==> config.mk <==
export PLATFORM = sky130hd
export DESIGN_NAME = foregnd_morph_filter
export DESIGN_NICKNAME = d
export VERILOG_FILES = /design/src/rtl/motion_seg_pkg.sv /design/src/rtl/fg_line_buffer.sv /design/src/rtl/foregnd_morph_filter.sv
export SDC_FILE = /design/constraint.sdc
export NUM_CORES = 1
export LEC_CHECK = 0
export BUFFER_PORTS_ARGS = -buffer_cell sky130_fd_sc_hd__buf_2
export CAP_MARGIN = 0
export CORE_AREA = 3 3 323 325
export CTS_BUF_LIST = sky130_fd_sc_hd__clkbuf_8
export DETAILED_ROUTE_END_ITERATION = 10
export DIE_AREA = 0 0 326 328
export HOLD_SLACK_MARGIN = 0.03
export PLACE_DENSITY = 0.68
export REMOVE_ABC_BUFFERS = 1
export SETUP_SLACK_MARGIN = 0.15
export SLEW_MARGIN = 0
export SYNTH_ARGS = -nofsm -noshare
export SYNTH_HDL_FRONTEND = slang
export SYNTH_HIERARCHICAL = 1
export SYNTH_SLANG_ARGS = --single-unit
==> constraint.sdc <==
create_clock -name app_clk -period 16 [get_ports app_clk]
set_clock_uncertainty 0.15 [all_clocks]
set_input_delay 0.8 -clock app_clk [delete_from_list [all_inputs] [get_ports app_clk]]
set_output_delay 0.8 -clock app_clk [all_outputs]
set_load 0.01 [all_outputs]
==> src/rtl/motion_seg_pkg.sv <==
// Constants and helpers shared by the motion-segmentation blocks (morph filter, blob analyzer).
package motion_seg_pkg;

  localparam int H_ACTIVE = 640;
  localparam int V_ACTIVE = 480;
  localparam int COORD_W  = 11;

  // One window column: rows centre-1, centre, centre+1.
  typedef struct packed {
    logic top;
    logic mid;
    logic bot;
  } fg_col_t;

  function automatic logic [3:0] popcount9(input logic [8:0] bits);
    logic [3:0] sum;
    sum = '0;
    for (int i = 0; i < 9; i++) begin
      sum = sum + 4'(bits[i]);
    end
    return sum;
  endfunction

endpackage

==> src/rtl/fg_line_buffer.sv <==
// Two 1-bit line stores holding input rows y-1 and y-2; read-before-write at one address,
// registered read data (1-cycle latency). Contents are never reset.
module fg_line_buffer #(
  parameter int DEPTH  = motion_seg_pkg::H_ACTIVE,
  parameter int ADDR_W = motion_seg_pkg::COORD_W
) (
  input  logic              clk,
  input  logic              en,
  input  logic [ADDR_W-1:0] addr,
  input  logic              wr_px,
  output logic              rd_row1,
  output logic              rd_row2
);

  localparam int AW = (DEPTH > 1) ? $clog2(DEPTH) : 1;

  logic          row1_mem [DEPTH];
  logic          row2_mem [DEPTH];
  logic          rd_row1_q;
  logic          rd_row2_q;
  logic [AW-1:0] idx;
  logic          in_range;

  assign idx      = addr[AW-1:0];
  assign in_range = (addr < ADDR_W'(DEPTH));

  // Row y-1 ages into row y-2 at the same address as the new pixel lands in row y-1.
  always_ff @(posedge clk) begin
    if (en && in_range) begin
      row1_mem[idx] <= wr_px;
      row2_mem[idx] <= row1_mem[idx];
      rd_row1_q     <= row1_mem[idx];
      rd_row2_q     <= row2_mem[idx];
    end
  end

  assign rd_row1 = rd_row1_q;
  assign rd_row2 = rd_row2_q;

endmodule

==> src/rtl/foregnd_morph_filter.sv <==
// 3x3 binary majority filter on the raw foreground mask. Three stages: input/RAM read,
// window shift, popcount+compare. Centre lags input by one row and one column.
module foregnd_morph_filter #(
  parameter int H_ACTIVE  = motion_seg_pkg::H_ACTIVE,
  parameter int V_ACTIVE  = motion_seg_pkg::V_ACTIVE,
  parameter int MIN_COUNT = 5,
  parameter int COORD_W   = motion_seg_pkg::COORD_W
) (
  input  logic               app_clk,
  input  logic               app_rst,
  input  logic               vid_active_pix,
  input  logic [COORD_W-1:0] vid_hpos,
  input  logic [COORD_W-1:0] vid_vpos,
  input  logic               raw_fg_px,
  output logic               fg_valid,
  output logic               fg_px,
  output logic [COORD_W-1:0] fg_hpos,
  output logic [COORD_W-1:0] fg_vpos
);

  import motion_seg_pkg::*;

  logic               accept;
  logic               rd_row1;
  logic               rd_row2;
  logic               shift;
  fg_col_t            new_col;
  logic [3:0]         win_sum;

  logic               flush_pending_q, flush_pending_d;
  logic               line_seen_q, line_seen_d;
  logic               primed_q, primed_d;
  logic               s1_valid_q, s1_valid_d;
  logic               s1_flush_q, s1_flush_d;
  logic               s1_px_q, s1_px_d;
  logic [COORD_W-1:0] s1_hpos_q, s1_hpos_d;
  logic [COORD_W-1:0] s1_vpos_q, s1_vpos_d;
  fg_col_t            win_l_q, win_l_d;
  fg_col_t            win_c_q, win_c_d;
  fg_col_t            win_r_q, win_r_d;
  logic               emit_q, emit_d;
  logic [COORD_W-1:0] cx_q, cx_d;
  logic [COORD_W-1:0] cy_q, cy_d;
  logic               fg_valid_q, fg_valid_d;
  logic               fg_px_q, fg_px_d;
  logic [COORD_W-1:0] fg_hpos_q, fg_hpos_d;
  logic [COORD_W-1:0] fg_vpos_q, fg_vpos_d;

  // The flush slot owns stage 0; an active pixel arriving then (source error) is dropped.
  assign accept = vid_active_pix && !flush_pending_q;

  fg_line_buffer #(
    .DEPTH  (H_ACTIVE),
    .ADDR_W (COORD_W)
  ) u_line_buf (
    .clk     (app_clk),
    .en      (accept),
    .addr    (vid_hpos),
    .wr_px   (raw_fg_px),
    .rd_row1 (rd_row1),
    .rd_row2 (rd_row2)
  );

  always_comb begin
    flush_pending_d = accept && (vid_hpos == COORD_W'(H_ACTIVE - 1));
    line_seen_d     = line_seen_q || (accept && (vid_hpos == '0));
    s1_valid_d      = accept;
    s1_flush_d      = flush_pending_q;
    s1_px_d         = s1_px_q;
    s1_hpos_d       = s1_hpos_q;
    s1_vpos_d       = s1_vpos_q;
    if (accept) begin
      s1_px_d   = raw_fg_px;
      s1_hpos_d = vid_hpos;
      s1_vpos_d = vid_vpos;
    end

    // Bottom row is out of frame for input row 0, top row for input row 1.
    new_col.top = rd_row2 && (s1_vpos_q != COORD_W'(1));
    new_col.mid = rd_row1;
    new_col.bot = s1_px_q && (s1_vpos_q != '0);
    if (s1_flush_q) begin
      new_col = '0;
    end

    shift   = s1_valid_q || s1_flush_q;
    win_l_d = win_l_q;
    win_c_d = win_c_q;
    win_r_d = win_r_q;
    if (shift) begin
      win_l_d = win_c_q;
      win_c_d = (s1_valid_q && (s1_hpos_q == '0)) ? fg_col_t'('0) : win_r_q;
      win_r_d = new_col;
    end

    // Stale centre row V_ACTIVE-1 after reset is hidden until row 0 has streamed in full.
    primed_d = primed_q || (s1_flush_q && (s1_vpos_q == '0) && line_seen_q);
    emit_d   = shift && primed_q && (s1_flush_q || (s1_hpos_q != '0));
    cx_d     = s1_flush_q ? s1_hpos_q : s1_hpos_q - COORD_W'(1);
    cy_d     = (s1_vpos_q == '0) ? COORD_W'(V_ACTIVE - 1) : s1_vpos_q - COORD_W'(1);

    win_sum    = popcount9({win_l_q, win_c_q, win_r_q});
    fg_valid_d = emit_q;
    fg_px_d    = emit_q && (win_sum >= 4'(MIN_COUNT));
    fg_hpos_d  = emit_q ? cx_q : fg_hpos_q;
    fg_vpos_d  = emit_q ? cy_q : fg_vpos_q;
  end

  always_ff @(posedge app_clk) begin
    if (app_rst) begin
      flush_pending_q <= 1'b0;
      line_seen_q     <= 1'b0;
      primed_q        <= 1'b0;
      s1_valid_q      <= 1'b0;
      s1_flush_q      <= 1'b0;
      s1_px_q         <= 1'b0;
      s1_hpos_q       <= '0;
      s1_vpos_q       <= '0;
      win_l_q         <= '0;
      win_c_q         <= '0;
      win_r_q         <= '0;
      emit_q          <= 1'b0;
      cx_q            <= '0;
      cy_q            <= '0;
      fg_valid_q      <= 1'b0;
      fg_px_q         <= 1'b0;
      fg_hpos_q       <= '0;
      fg_vpos_q       <= '0;
    end else begin
      flush_pending_q <= flush_pending_d;
      line_seen_q     <= line_seen_d;
      primed_q        <= primed_d;
      s1_valid_q      <= s1_valid_d;
      s1_flush_q      <= s1_flush_d;
      s1_px_q         <= s1_px_d;
      s1_hpos_q       <= s1_hpos_d;
      s1_vpos_q       <= s1_vpos_d;
      win_l_q         <= win_l_d;
      win_c_q         <= win_c_d;
      win_r_q         <= win_r_d;
      emit_q          <= emit_d;
      cx_q            <= cx_d;
      cy_q            <= cy_d;
      fg_valid_q      <= fg_valid_d;
      fg_px_q         <= fg_px_d;
      fg_hpos_q       <= fg_hpos_d;
      fg_vpos_q       <= fg_vpos_d;
    end
  end

  assign fg_valid = fg_valid_q;
  assign fg_px    = fg_px_q;
  assign fg_hpos  = fg_hpos_q;
  assign fg_vpos  = fg_vpos_q;

endmodule

# Yosys cells after proc, flatten, opt, wreduce, memory -nomap -nowiden

Memories as Yosys holds them, arrays and structs flattened. A register that Yosys moved wholly into a read port is not among the register bits.
Index checks and enable logic that the tools add are counted.

Flip-flop bits (word level): 85
Bits in writable memories: 1280
Logic and storage cells: 71
Memories kept: 2

Memory list:

| memory              | depth | bits a word | read ports | clocked after memory_dff | write ports | RTL line             | source |
|---|---|---|---|---|---|---|---|
| u_line_buf.row1_mem | 640   | 1           | 1          | 0                        | 1           | fg_line_buffer.sv:17 | `logic row1_mem [DEPTH];` |
| u_line_buf.row2_mem | 640   | 1           | 1          | 1                        | 1           | fg_line_buffer.sv:18 | `logic row2_mem [DEPTH];` |

Add/subtract/negate cells: 10
$lt $le $gt $ge: 2
Eq/ne operators: 2
Mux-type cells: 6
Reductions and logical operators: 23

Operator list:

| cell                                                               | number |
|---|---|
| zero test 11 bit                                                   | 3 |
| nonzero test 11 bit                                                | 2 |
| subtractor 11 x 1 -> 11 bit (second input constant)                | 2 |
| adder 4 x 1 -> 4 bit                                               | 5 |
| logical AND 1 bit                                                  | 12 |
| equality test 11 x 10 -> 1 bit (second input constant)             | 1 |
| < comparator 11 x 10 -> 1 bit (second input constant)              | 1 |
| 2-to-1 mux 11 bit                                                  | 1 |
| inequality test 11 x 1 -> 1 bit (second input constant)            | 1 |
| 2-to-1 mux 9 bit                                                   | 1 |
| 2-to-1 mux 3 bit                                                   | 2 |
| adder 3 x 1 -> 4 bit                                               | 1 |
| greater-or-equal comparator 4 x 3 -> 1 bit (second input constant) | 1 |
| logical OR 1 bit                                                   | 4 |
| adder 2 x 1 -> 3 bit                                               | 1 |
| adder 1 x 1 -> 2 bit                                               | 1 |
| 2-to-1 mux 1 bit                                                   | 2 |
| OR reduction 2 bit                                                 | 1 |
| zero test 1 bit                                                    | 1 |

# Longest topological paths before layout

Word-level depth: 10
Depth in mapped cells: 13
Gate-level depth less buffers: 12

# Modules after synthesis

The synthesis kept the hierarchy.

By module, submodules not included:

| module               | instances | cells each | area each (um^2) | seq. area each (um^2) |
|---|---|---|---|---|
| fg_line_buffer       | 1         | 3299       | 52430.3          | 38496.9 |
| foregnd_morph_filter | 1         | 375        | 3383.2           | 1681.6 |

# Worst setup path after synthesis

No wires, ideal clock.

Kind: input -> register
Start point: input vid_hpos[4]
End point: register u_line_buf.rd_row1_q, in the netlist u_line_buf/rd_row1 (read register of u_line_buf.row1_mem) (data pin)
Setup time: 1.783 ns
Data arrival time: 10.017 ns
Required time: 14.067 ns
Path slack: 4.051 ns
Stages: 10
Path buffers: 3
Cell sequence: buf_2 or4b_2 buf_2 buf_2 o22ai_1 nor4_1 nand3_1 nand3_1 o21ai_0 or4_1

Word-level cells in the longest chain between the ends: 1

RTL lines:

| what                      | RTL line                   | source |
|---|---|---|
| start, declared           | foregnd_morph_filter.sv:12 | `input logic [COORD_W-1:0] vid_hpos,` |
| memory read (640 x 1 bit) | --                         |  |
| end, declared             | fg_line_buffer.sv:19       | `logic rd_row1_q;` |

Every way passes these cells.
A chain may end at the register's enable or synchronous reset.

# Worst setup path after layout

Start point: input vid_hpos[1]
End point: memory u_line_buf.row2_mem[272] (data pin)

Word-level cells in the longest chain between the ends: 1

RTL lines:

| what                      | RTL line |
|---|---|
| memory read (640 x 1 bit) | -- |
| end, declared             | fg_line_buffer.sv:18 |

Every way passes these cells.

==> metrics.txt <==
Area Overhead vs Synth=9.58%; H-tree depth=4; Final setup viols=0; Final Non-Filler Cells=5323; Vias/cell=6.46; nature of the critical path startpoint=primary input; Final Hold Fails=0; Synth top area share=0.690; worst hold path type=primary input to flop; CTS Buffer Depth=3; Worst EP arrival=7.70 ns; GPL Wtd Cong=about 0.86; initial drt markers=5052; CP max stage delay=roughly 1.1 ns; layout cells sized above 1=0.132; Synth area leader=edfxtp_1; pwr/cell area=approximately 120 mW/mm^2; Min Clock Period, post-route=roughly 7.3 ns; sequential cell area=0.0402 mm^2; post_cts resized=0; status=complete, no violations; DR DRC count=0; placed insts=4925; Worst path slowest cell=buf_4; Critical Path RT=16.41 ns; Syn Std Cell Area=between 0.05 and 0.06 mm^2; Worst Hold Depth=3; crit path capture type=flop; Port Buffers=49; IO Count=50; hold path start=vid_hpos[8]; first-pass GRT wire length=229000 um; Slew Limit Fails=0; DR pass1 iterations=6; worst reg-to-reg path cell count=7; most common cell after layout, fill and taps aside=edfxtp_1; DR WL/cell=30.3 um; layout filler cell count=7739; clock sinks=1366; Row Count=approximately 120; antenna-violating nets left=0; hold path endpoint=s1_hpos_q[8]; Post-Route WL=around 160000 um; Post-layout nets=3820; Total GRT Usage=0.299; Critical R2R Capture=u_line_buf/row2_mem[272]; Netlist cell types=77; synthesized instance count=3674; antenna violations before repair=5; RSZ-0062 raised after global routing=no; pin count of the biggest net entering global routing=234; CP top delay family=buffers and inverters; period utilisation layout=0.456; number of max-cap violations=0; Setup TNS=0 ns; CTS Buf Count=212; CTS tree=yes; Vias=roughly 34000; Clk Latency, worst-skew pair=0.90 ns; Post-CTS Setup Repair Bufs=0; die area=between 0.1 and 0.15 mm^2; Starting Density=0.549; Tightest Pin Transition=1.28 ns; async set-reset flop share out of synthesis=0; worst path buffer plus inverter count=5; crit-path cells=buf_8 -> buf_12 -> buf_12 -> mux2_2 -> a221oi_1 -> o311ai_0 -> nor4bb_1 -> or4_4 -> buf_4 -> buf_4; relative slew slack=0.143; Chip Width=326 um; most frequent cells in the layout=edfxtp_1 (1282), nor2_1 (747), mux2i_1 (479); synth top area cells=edfxtp_1 (69%), mux2i_1 (8.6%), nor2_1 (5.0%); clock slew at reported path FFs=0.06 ns; Fmax=137 MHz; number of flops mapped to enable cells by yosys=1282; Syn Area/Cell=~15 um^2; Crit Path Category=primary input to flop; DIE HEIGHT=328 um; Remaining Overflow, GRT=0; yosys warns=6; hpwl dp=between 90000 and 100000 um; r2r setup slk=10.58 ns; Multi-input gate area=0.0142 mm^2; worst flop-to-flop path startpoint=u_line_buf/row1_mem[281]; leak pwr=20.5 nW; maximum fanout along the worst path=127; Seq/Total Area, Yosys=0.720; number of global-route vias before repair=33158; Yosys reg bits=1366; VDD IR max=0.0723 mV; Core ar.=0.102 mm^2; top_reg_cell synth=edfxtp_1; CTS root buffer=clkbuf_8
worst register-to-register path, stage by stage (launching register included):
cell and delay (ns):
edfxtp_1 0.35, mux2_2 0.16, a221oi_1 0.08, o311ai_0 0.52
nor4bb_1 0.86, or4_4 1.01, buf_4 1.11, buf_4 0.82
layer usage:
layer	up-vias	part of all wire	GRT usage
met3	418	0.12	0.0752
met1	17385	0.38	0.409
met4	2	0.048	0.139
met2	2310	0.46	0.454
li1	14259	-	-
met5	-	0.000068	0
area by class of cell:
type,instances,area share
tap,1368,0.0280
antenna,3,0.000123
sequential,1366,0.657
clock buffer,219,0.0493
inverter,22,0.00135
multi-input combinational,2029,0.233
clock inverter,164,0.0130
timing repair buffer,152,0.0186
timing repair:
action / 4_1_cts / 5_1_grt
endpoints found under the hold margin: 13 / 0
hold buffers: 12 / 0
setup endpoints to repair: 0 / 0
where the power goes:
| group | total (mW) | switching, mW | internal, mW |
|---|---|---|---|
| Combinational | 0.412 | 0.300 | 0.112 |
| Sequential | 4.00 | 0.00703 | 3.99 |
| Clock | 2.65 | 1.33 | 1.31 |
| Total | 7.06 | 1.64 | 5.42 |
flip-flops by register name (all words and copies together), names as in the netlist, 3 cells and up:
signal / flops
u_line_buf/row1_mem: 640
u_line_buf/row2_mem: 640
cx_q: 11
cy_q: 11
fg_hpos: 11
fg_vpos: 11
s1_hpos_q: 11
s1_vpos_q: 11
win_c_q: 3
win_l_q: 3
win_r_q: 3
how the worst max path moves through the flow:
stage / from / endpoint / slack [ns] / cells past startpoint
finish: vid_hpos[1] / u_line_buf/row2_mem[272] / 8.71 / 10
floorplan: vid_hpos[0] / u_line_buf/rd_row1 / 4.00 / 7
detailed placement: vid_hpos[1] / u_line_buf/row2_mem[199] / 8.21 / 10
CTS: vid_hpos[1] / u_line_buf/row2_mem[208] / 9.05 / 10
global route: vid_hpos[1] / u_line_buf/row2_mem[209] / 8.64 / 10
global placement: vid_hpos[1] / u_line_buf/row2_mem[569] / 8.28 / 12
synth_stat cells, drive strengths merged (3+ instances only):
cell type  number
edfxtp       1282
nor2          749
mux2i         479
o22ai         191
nand2         150
buf           142
clkbuf        115
mux4           93
dfxtp          84
nor4           49
a21oi          45
nand3          32
a22oi          25
nor3           25
o21ai          23
inv            22
nand4          17
nor2b          13
or4            13
xor2           11
a31oi           7
ha              6
nor3b           6
xnor2           6
a221oi          5
and3            5
fa              5
mux2            5
nand2b          5
nand4b          5
nand4bb         5
or4b            5
a211oi          4
o221ai          4
a41oi           3
and3b           3
o2111ai         3
o21bai          3
stage by stage:
| step | setup WS (ns) | instance area [um^2] | utilization | hold WS [ns] | total power, mW |
|---|---|---|---|---|---|
| 2_1_floorplan | 4.00 | 54400 | - | 0.276 | 4.31 |
| 3_3_place_gp | 8.28 | 57200 | 0.562 | 0.291 | 4.47 |
| 3_5_place_dp | 8.21 | 57200 | 0.562 | 0.298 | 4.47 |
| 4_1_cts | 9.05 | 61200 | 0.601 | 0.0507 | 7.08 |
| 5_1_grt | 8.64 | 61200 | 0.601 | 0.0965 | 7.27 |
| 6_report | 8.71 | 61200 | 0.601 | 0.131 | 7.06 |
logic make-up (layout without fill, tap and decap cells):
| kind of cell | Yosys count | after routing | share of synthesized area |
|---|---|---|---|
| multiplexers | 577 | 577 | 0.125 |
| AND/OR/NAND/NOR | 1092 | 1092 | 0.0844 |
| AO/OA/AOI/OAI | 332 | 332 | 0.0380 |
| flip-flops | 1366 | 1366 | 0.720 |
| buffers and inverters | 279 | 557 | 0.0265 |
| XOR/XNOR | 17 | 17 | 0.00267 |
| adder cells (fa/ha/maj) | 11 | 11 | 0.00314 |
| other | 0 | 3 | 0 |
Power figures use the tool's default switching activity.
